`src/rtl/hwpe_stream_package.sv`:
```
// Shared HWPE stream definitions: packer flag bundle and default counter width.
package hwpe_stream_package;

    localparam int unsigned HWPE_STREAM_PACKER_CNT_WIDTH = 16;

    typedef struct packed {
        logic [HWPE_STREAM_PACKER_CNT_WIDTH-1:0] word_count;
        logic                                    done;
    } flags_packer_t;

endpackage

```
`src/rtl/hwpe_stream_sink_packer.sv`:
```
// Packs narrow IN_WIDTH beats into strobed OUT_WIDTH words for the sink streamer.
// Define HWPE_STREAM_PACKER_MSB_FIRST_EN to place the first beat in the MSB lane.
module hwpe_stream_sink_packer
    import hwpe_stream_package::*;
#(
    parameter int unsigned IN_WIDTH  = 8,
    parameter int unsigned OUT_WIDTH = 32,
    parameter int unsigned CNT_WIDTH = HWPE_STREAM_PACKER_CNT_WIDTH
) (
    input  logic                   clk_i,
    input  logic                   rst_i,
    input  logic                   clear_i,
    input  logic                   push_valid_i,
    input  logic [IN_WIDTH-1:0]    push_data_i,
    input  logic                   push_last_i,
    output logic                   push_ready_o,
    output logic                   pop_valid_o,
    output logic [OUT_WIDTH-1:0]   pop_data_o,
    output logic [OUT_WIDTH/8-1:0] pop_strb_o,
    input  logic                   pop_ready_i,
    output logic [CNT_WIDTH-1:0]   word_count_o,
    output logic                   done_o
);

    localparam int unsigned RATIO    = OUT_WIDTH / IN_WIDTH;
    localparam int unsigned IN_BYTES = IN_WIDTH / 8;
    localparam int unsigned STRB_W   = OUT_WIDTH / 8;
    localparam int unsigned LANE_W   = $clog2(RATIO);

    function automatic int unsigned lane_slot(input logic [LANE_W-1:0] k);
`ifdef HWPE_STREAM_PACKER_MSB_FIRST_EN
        return RATIO - 1 - 32'(k);
`else
        return 32'(k);
`endif
    endfunction

    logic [OUT_WIDTH-1:0] accum_data_q;
    logic [STRB_W-1:0]    accum_strb_q;
    logic [LANE_W-1:0]    lane_q;
    logic [OUT_WIDTH-1:0] out_data_q;
    logic [STRB_W-1:0]    out_strb_q;
    logic                 out_valid_q;
    logic                 out_last_q;
    logic [CNT_WIDTH-1:0] word_count_q;
    logic                 done_q;

    logic                 completing;
    logic                 accept;
    logic                 pop;
    logic [OUT_WIDTH-1:0] beat_data;
    logic [STRB_W-1:0]    beat_strb;

    always_comb begin
        completing   = push_last_i | (lane_q == LANE_W'(RATIO - 1));
        // Only a completing beat needs room in the output register.
        push_ready_o = completing ? (~out_valid_q | pop_ready_i) : 1'b1;
        accept       = push_valid_i & push_ready_o;
        pop          = out_valid_q & pop_ready_i;
        beat_data    = OUT_WIDTH'(push_data_i) << (lane_slot(lane_q) * IN_WIDTH);
        beat_strb    = STRB_W'({IN_BYTES{1'b1}}) << (lane_slot(lane_q) * IN_BYTES);
    end

    always_ff @(posedge clk_i or posedge rst_i) begin
        if (rst_i) begin
            accum_data_q <= '0;
            accum_strb_q <= '0;
            lane_q       <= '0;
            out_data_q   <= '0;
            out_strb_q   <= '0;
            out_valid_q  <= 1'b0;
            out_last_q   <= 1'b0;
            word_count_q <= '0;
            done_q       <= 1'b0;
        end else if (clear_i) begin
            accum_data_q <= '0;
            accum_strb_q <= '0;
            lane_q       <= '0;
            out_data_q   <= '0;
            out_strb_q   <= '0;
            out_valid_q  <= 1'b0;
            out_last_q   <= 1'b0;
            word_count_q <= '0;
            done_q       <= 1'b0;
        end else begin
            if (accept && completing) begin
                out_data_q   <= accum_data_q | beat_data;
                out_strb_q   <= accum_strb_q | beat_strb;
                out_valid_q  <= 1'b1;
                out_last_q   <= push_last_i;
                accum_data_q <= '0;
                accum_strb_q <= '0;
                lane_q       <= '0;
            end else begin
                if (accept) begin
                    accum_data_q <= accum_data_q | beat_data;
                    accum_strb_q <= accum_strb_q | beat_strb;
                    lane_q       <= lane_q + LANE_W'(1);
                end
                if (pop) begin
                    out_valid_q <= 1'b0;
                end
            end
            if (pop) begin
                word_count_q <= word_count_q + CNT_WIDTH'(1);
            end
            done_q <= pop & out_last_q;
        end
    end

    assign pop_valid_o  = out_valid_q;
    assign pop_data_o   = out_data_q;
    assign pop_strb_o   = out_strb_q;
    assign word_count_o = word_count_q;
    assign done_o       = done_q;

endmodule

```
`config.mk`:
```
export PLATFORM = sky130hd
export DESIGN_NAME = hwpe_stream_sink_packer
export DESIGN_NICKNAME = d
export VERILOG_FILES = /design/src/rtl/hwpe_stream_package.sv /design/src/rtl/hwpe_stream_sink_packer.sv
export SDC_FILE = /design/constraint.sdc
export NUM_CORES = 1
export LEC_CHECK = 0
export CAP_MARGIN = 20
export CORE_UTILIZATION = 48
export DETAILED_ROUTE_END_ITERATION = 12
export GPL_TIMING_DRIVEN = 0
export PLACE_DENSITY = 0.76
export SKIP_CTS_REPAIR_TIMING = 1
export SYNTH_ARGS = -nofsm -noshare
export SYNTH_HDL_FRONTEND = slang
export SYNTH_SLANG_ARGS = --single-unit
```
`constraint.sdc`:
```
create_clock -name clk_i -period 2.6 [get_ports clk_i]
set_clock_uncertainty 0.05 [all_clocks]
set_input_delay 0.26 -clock clk_i [delete_from_list [all_inputs] [get_ports clk_i]]
set_output_delay 0.26 -clock clk_i [all_outputs]
set_load 0.02 [all_outputs]
```
=== Word-level counts from Yosys, hierarchy flattened ===
Cells that the tools add are included.

* Bits in registers: 93
* Output and inout port bits: 55
* Word-level logic and storage cells: 49

* $add $sub $neg: 2
* Equal/unequal tests: 1
* Shift operators: 2
* Muxes and demuxes: 22
* Bitwise logic cells: 8
* Reductions and logical operators: 5

{| class="wikitable"
|+ Operators with widths
! kind !! number
|-
| $mux W32 || 5
|-
| $mux W16 || 2
|-
| $or A32 B32 Y32 || 1
|-
| $shl A8 B5 Y32 || 1
|-
| $mux W4 || 5
|-
| $add A16 B1 Y16 const B || 1
|-
| $mux W1 || 7
|-
| $mux W2 || 3
|-
| $reduce_bool A3 Y1 || 2
|-
| $or A4 B4 Y4 || 1
|-
| $reduce_bool A2 Y1 || 2
|-
| $shl A1 B2 Y4 const A || 1
|-
| $and A1 B1 Y1 || 3
|-
| $add A2 B1 Y2 const B || 1
|-
| $eq A2 B2 Y1 const B || 1
|-
| $or A1 B1 Y1 || 2
|-
| $logic_and A1 B1 Y1 || 1
|-
| $not A1 Y1 || 1
|}

=== Longest topological paths before layout ===
* Depth in word-level cells: 7
* Depth in mapped cells: 7
* Depth with buffers taken out: 5

=== Worst setup path after synthesis ===
No wires, ideal clock.

* Kind: register to register
* From: register word_count_q[0] (netlist: word_count_o[0])
* To: register word_count_q[14] (netlist: word_count_o[14])
* Data arrival time: 1.595 ns
* Data required time: 2.423 ns
* Path slack: 0.827 ns
* Stages on the path, launching flop included: 6
* Path buffers: 0
* Cells stage by stage: dfrtp_1 ha_1 nand4_1 nor4_2 nand3_1 mux2_1

* Longest elaborated chain between the ends: 3

{| class="wikitable"
|+ Ends and longest elaborated chain
! what !! line !! text
|-
| from (decl) || hwpe_stream_sink_packer.sv:45 || <nowiki>logic [CNT_WIDTH-1:0] word_count_q;</nowiki>
|-
| from (signal assigned) || hwpe_stream_sink_packer.sv:105 || <nowiki>word_count_q <= word_count_q + CNT_WIDTH'(1);</nowiki>
|-
| $add A16 B1 Y16 || hwpe_stream_sink_packer.sv:105 ||
|-
| $mux W16 || hwpe_stream_sink_packer.sv:104 || <nowiki>if (pop) begin</nowiki>
|-
| $mux W16 || hwpe_stream_sink_packer.sv:75 || <nowiki>end else if (clear_i) begin</nowiki>
|}

No other way between the ends. The select of a mux whose other input is x is not followed.
A chain may end at the register's enable or synchronous reset.

=== Worst setup path in the final report ===
* From: register lane_q[0]
* To: output port push_ready_o

* Longest elaborated chain between the ends: 3

{| class="wikitable"
|+ Ends and longest elaborated chain
! what !! line !! text
|-
| from (decl) || hwpe_stream_sink_packer.sv:40 || <nowiki>logic [LANE_W-1:0] lane_q;</nowiki>
|-
| from (signal assigned) || hwpe_stream_sink_packer.sv:98 || <nowiki>lane_q <= lane_q + LANE_W'(1);</nowiki>
|-
| $eq A2 B2 Y1 || hwpe_stream_sink_packer.sv:55 || <nowiki>completing = push_last_i | (lane_q == LANE_W'(RATIO - 1));</nowiki>
|-
| $or A1 B1 Y1 || hwpe_stream_sink_packer.sv:55 ||
|-
| $mux W1 || hwpe_stream_sink_packer.sv:57 || <nowiki>push_ready_o = completing ? (~out_valid_q | pop_ready_i) : 1'b1;</nowiki>
|-
| to (decl) || hwpe_stream_sink_packer.sv:16 || <nowiki>output logic push_ready_o,</nowiki>
|}

No other way between the ends.

==> results.sh <==
export IMPL_finalSetupViolCount=0
export IMPL_synth_area_um2=4230
export IMPL_top_level_ports=69
export IMPL_synthesis_instances=437
export IMPL_async_flop_share_pct=100
export IMPL_gr_total_overflow=0
export IMPL_row_count=33
export IMPL_drive_above_1_share_pct=9.51
export IMPL_routed_wl_um=10100
export IMPL_critPathArrivalTime_ps=2010
export IMPL_nets=529
export IMPL_path_class="flip-flop to primary output"
export IMPL_critPathBufInv=1
export IMPL_status="completed"
export IMPL_maxCapViolCount=0
export IMPL_clock_root_buffer="clkbuf_8"
export IMPL_coreArea_um2=8380
export IMPL_dp_hpwl_um=7110
export IMPL_synth_distinct_cells=32
export IMPL_post_route_period_util_pct=89.3
export IMPL_crit_path_top_delay_cell="clkdlybuf4s50_1"
export IMPL_place_worst_setup_slack_ps=279
export IMPL_hold_violations=0
export IMPL_cp_startpoint="lane_q[0]$_DFFE_PP0P_"
export IMPL_grt_pass1_vias=3326
export IMPL_fin_crit_ps=2320
export IMPL_fp_dieArea_um2=9180
export IMPL_ys_ff_latch=93
export IMPL_die_h_um=95.8
export IMPL_vias_per_cell=5.65
export IMPL_setup_slack_ps=278
export IMPL_synth_seq_area_share_pct=55.1
export IMPL_fmax_mhz=431
export IMPL_synth_edf_count=0
export IMPL_ant_nets=0
export IMPL_start_util_pct=50.4
export IMPL_antenna_found_initial=0
export IMPL_antenna_cells=0
export IMPL_rrSetupSlack_ps=570
export IMPL_end_kind="primary output"
export IMPL_crit_fanout=6
export IMPL_route_detailed_drc=0
export IMPL_crit_chain="ha_1 -> nor2_1 -> or2_2 -> clkdlybuf4s50_1"
export IMPL_final_common_cell="dfrtp_1"
export IMPL_tightest_slew_ps=531
export IMPL_yosysWarnings=0
export IMPL_clk_path_buf_depth=2
export IMPL_placed_area_um2=5000
export IMPL_r2r_start="lane_q[0]$_DFFE_PP0P_"
export IMPL_yosysTopAreaCell="dfrtp_1"
export IMPL_cts_tree="done"
export IMPL_dr_pass1_iters=4
export IMPL_clkSinkCount=93
export IMPL_crit_required_ps=2290
export IMPL_wl_per_cell_um=16.2
export IMPL_finalMaxSlewViolations=0
export IMPL_h_tree_depth=3
export IMPL_post_route_util_pct=62.4
export IMPL_r2r_end="pop_data_o[6]$_DFFE_PP0P_"
export IMPL_clk_pin_slew_ps=90
export IMPL_synth_top_cell_area_share_pct=55.1
export IMPL_p_leak_nw=2.11
export IMPL_fin_area_um2=5230
export IMPL_io_buffer_count=60
export IMPL_cts_buffers=9
export IMPL_reg2reg_depth=7
export IMPL_grt_pass1_wl_um=16600
export IMPL_max_slew_margin_pct=64.4
export IMPL_fill_cells=699
export IMPL_crit_family="buffers and inverters"
export IMPL_insertion_delay_ps=360
export IMPL_syn_area_per_cell_um2=9.67
export IMPL_powerDensity_nw_per_um2=590
export IMPL_rsz0062_at_grt="false"
export IMPL_p_total_mw=3.08
export IMPL_worstSetupStartpointType="flip-flop"
export IMPL_area_growth_pct=23.7
export IMPL_yosys_most_used_dff="dfrtp_1"
export IMPL_slowest_delay_ps=600
export IMPL_dieWidth_um=95.8
export IMPL_peakVddDrop_uv=349
export IMPL_grt_max_degree=37
export IMPL_drt_iter0_markers=220
export IMPL_vias=3506
export IMPL_hold_class="input pin to asynchronous set/reset pin"
export IMPL_gp_congestion=0.850
export IMPL_ys_top_cells_by_area="dfrtp_1 55%, a211oi_1 5.7%, o211ai_1 5.7%"
export IMPL_setup_tns_final_ps=0
export IMPL_syn_nets=456
export IMPL_final_cell_mix="93 x dfrtp_1, 60 x clkdlybuf4s50_1, 56 x nor2_1"
export IMPL_grt_util_all_layers_pct=24.1
## cell type report
class / instances / area, µm² / area share [%]
clock buffer: 10 / 138 / 2.63
multi-input combinational: 265 / 1560 / 29.9
tap: 105 / 131 / 2.51
inverter: 41 / 158 / 3.02
buffer: 38 / 185 / 3.54
clock inverter: 6 / 86.3 / 1.65
sequential: 93 / 2330 / 44.5
timing repair buffer: 62 / 641 / 12.3
## flip-flops by register name, summed over array words and instances, names as in the netlist
register,count
accum_data_q,32
accum_strb_q,4
done_o,1
lane_q,2
out_last_q,1
pop_data_o,32
pop_strb_o,4
pop_valid_o,1
word_count_o,16
## per-layer routing
metal  routed length, µm  GRT usage, %  vias to the layer above
li1                    -             -                     1658
met1                4430          33.2                     1717
met2                4840          37.4                      116
met3                 616          6.56                       15
met4                 178          7.34                        0
met5                   0             0                        -
## stage by stage
step,std cells,hold WS [ps]
final,620,226
after global routing,620,220
after CTS,620,211
after detailed placement,604,456
after global placement,602,450
after floorplan,437,341
## worst max path at each step
stage / endpoint / slack, ps / depth (start not counted)
global placement: accum_data_q[9]$_DFFE_PP0P_ / 250 / 2
CTS: push_ready_o / 270 / 4
detailed placement: word_count_o[11]$_DFFE_PP0P_ / 280 / 5
finish: push_ready_o / 280 / 4
global route: push_ready_o / 180 / 4
floorplan: word_count_o[14]$_DFFE_PP0P_ / 830 / 5
## kinds of logic after synthesis
family          share of synthesized area [%]
flops                                    55.1
compound gates                           17.1
xor+xnor                                 2.69
fa+ha+maj                                1.48
simple gates                             15.1
buf+inv                                  8.02
mux                                     0.533
## Yosys cell counts, drive strengths merged, types with 2 or more instances
master and number:
dfrtp 93, nor2 56, nor3 44, a21oi 41, inv 41, a211oi 32, o211ai 32, buf 21
clkbuf 17, xnor2 9, nand2 7, nand3 6, o21ai 6, ha 5, nand4 5, nor4 4
xor2 4, mux2 2, nand2b 2, nor2b 2, or3 2
## report_power, final
part           internal, mW  total (mW)  switching [mW]  leakage, nW
registers              1.51        1.55          0.0401         1.27
clock network         0.566        1.07           0.505        0.112
logic                 0.175       0.463           0.288        0.734
total                  2.25        3.08           0.833         2.11
No activity file was read; power rests on OpenSTA's default activity.
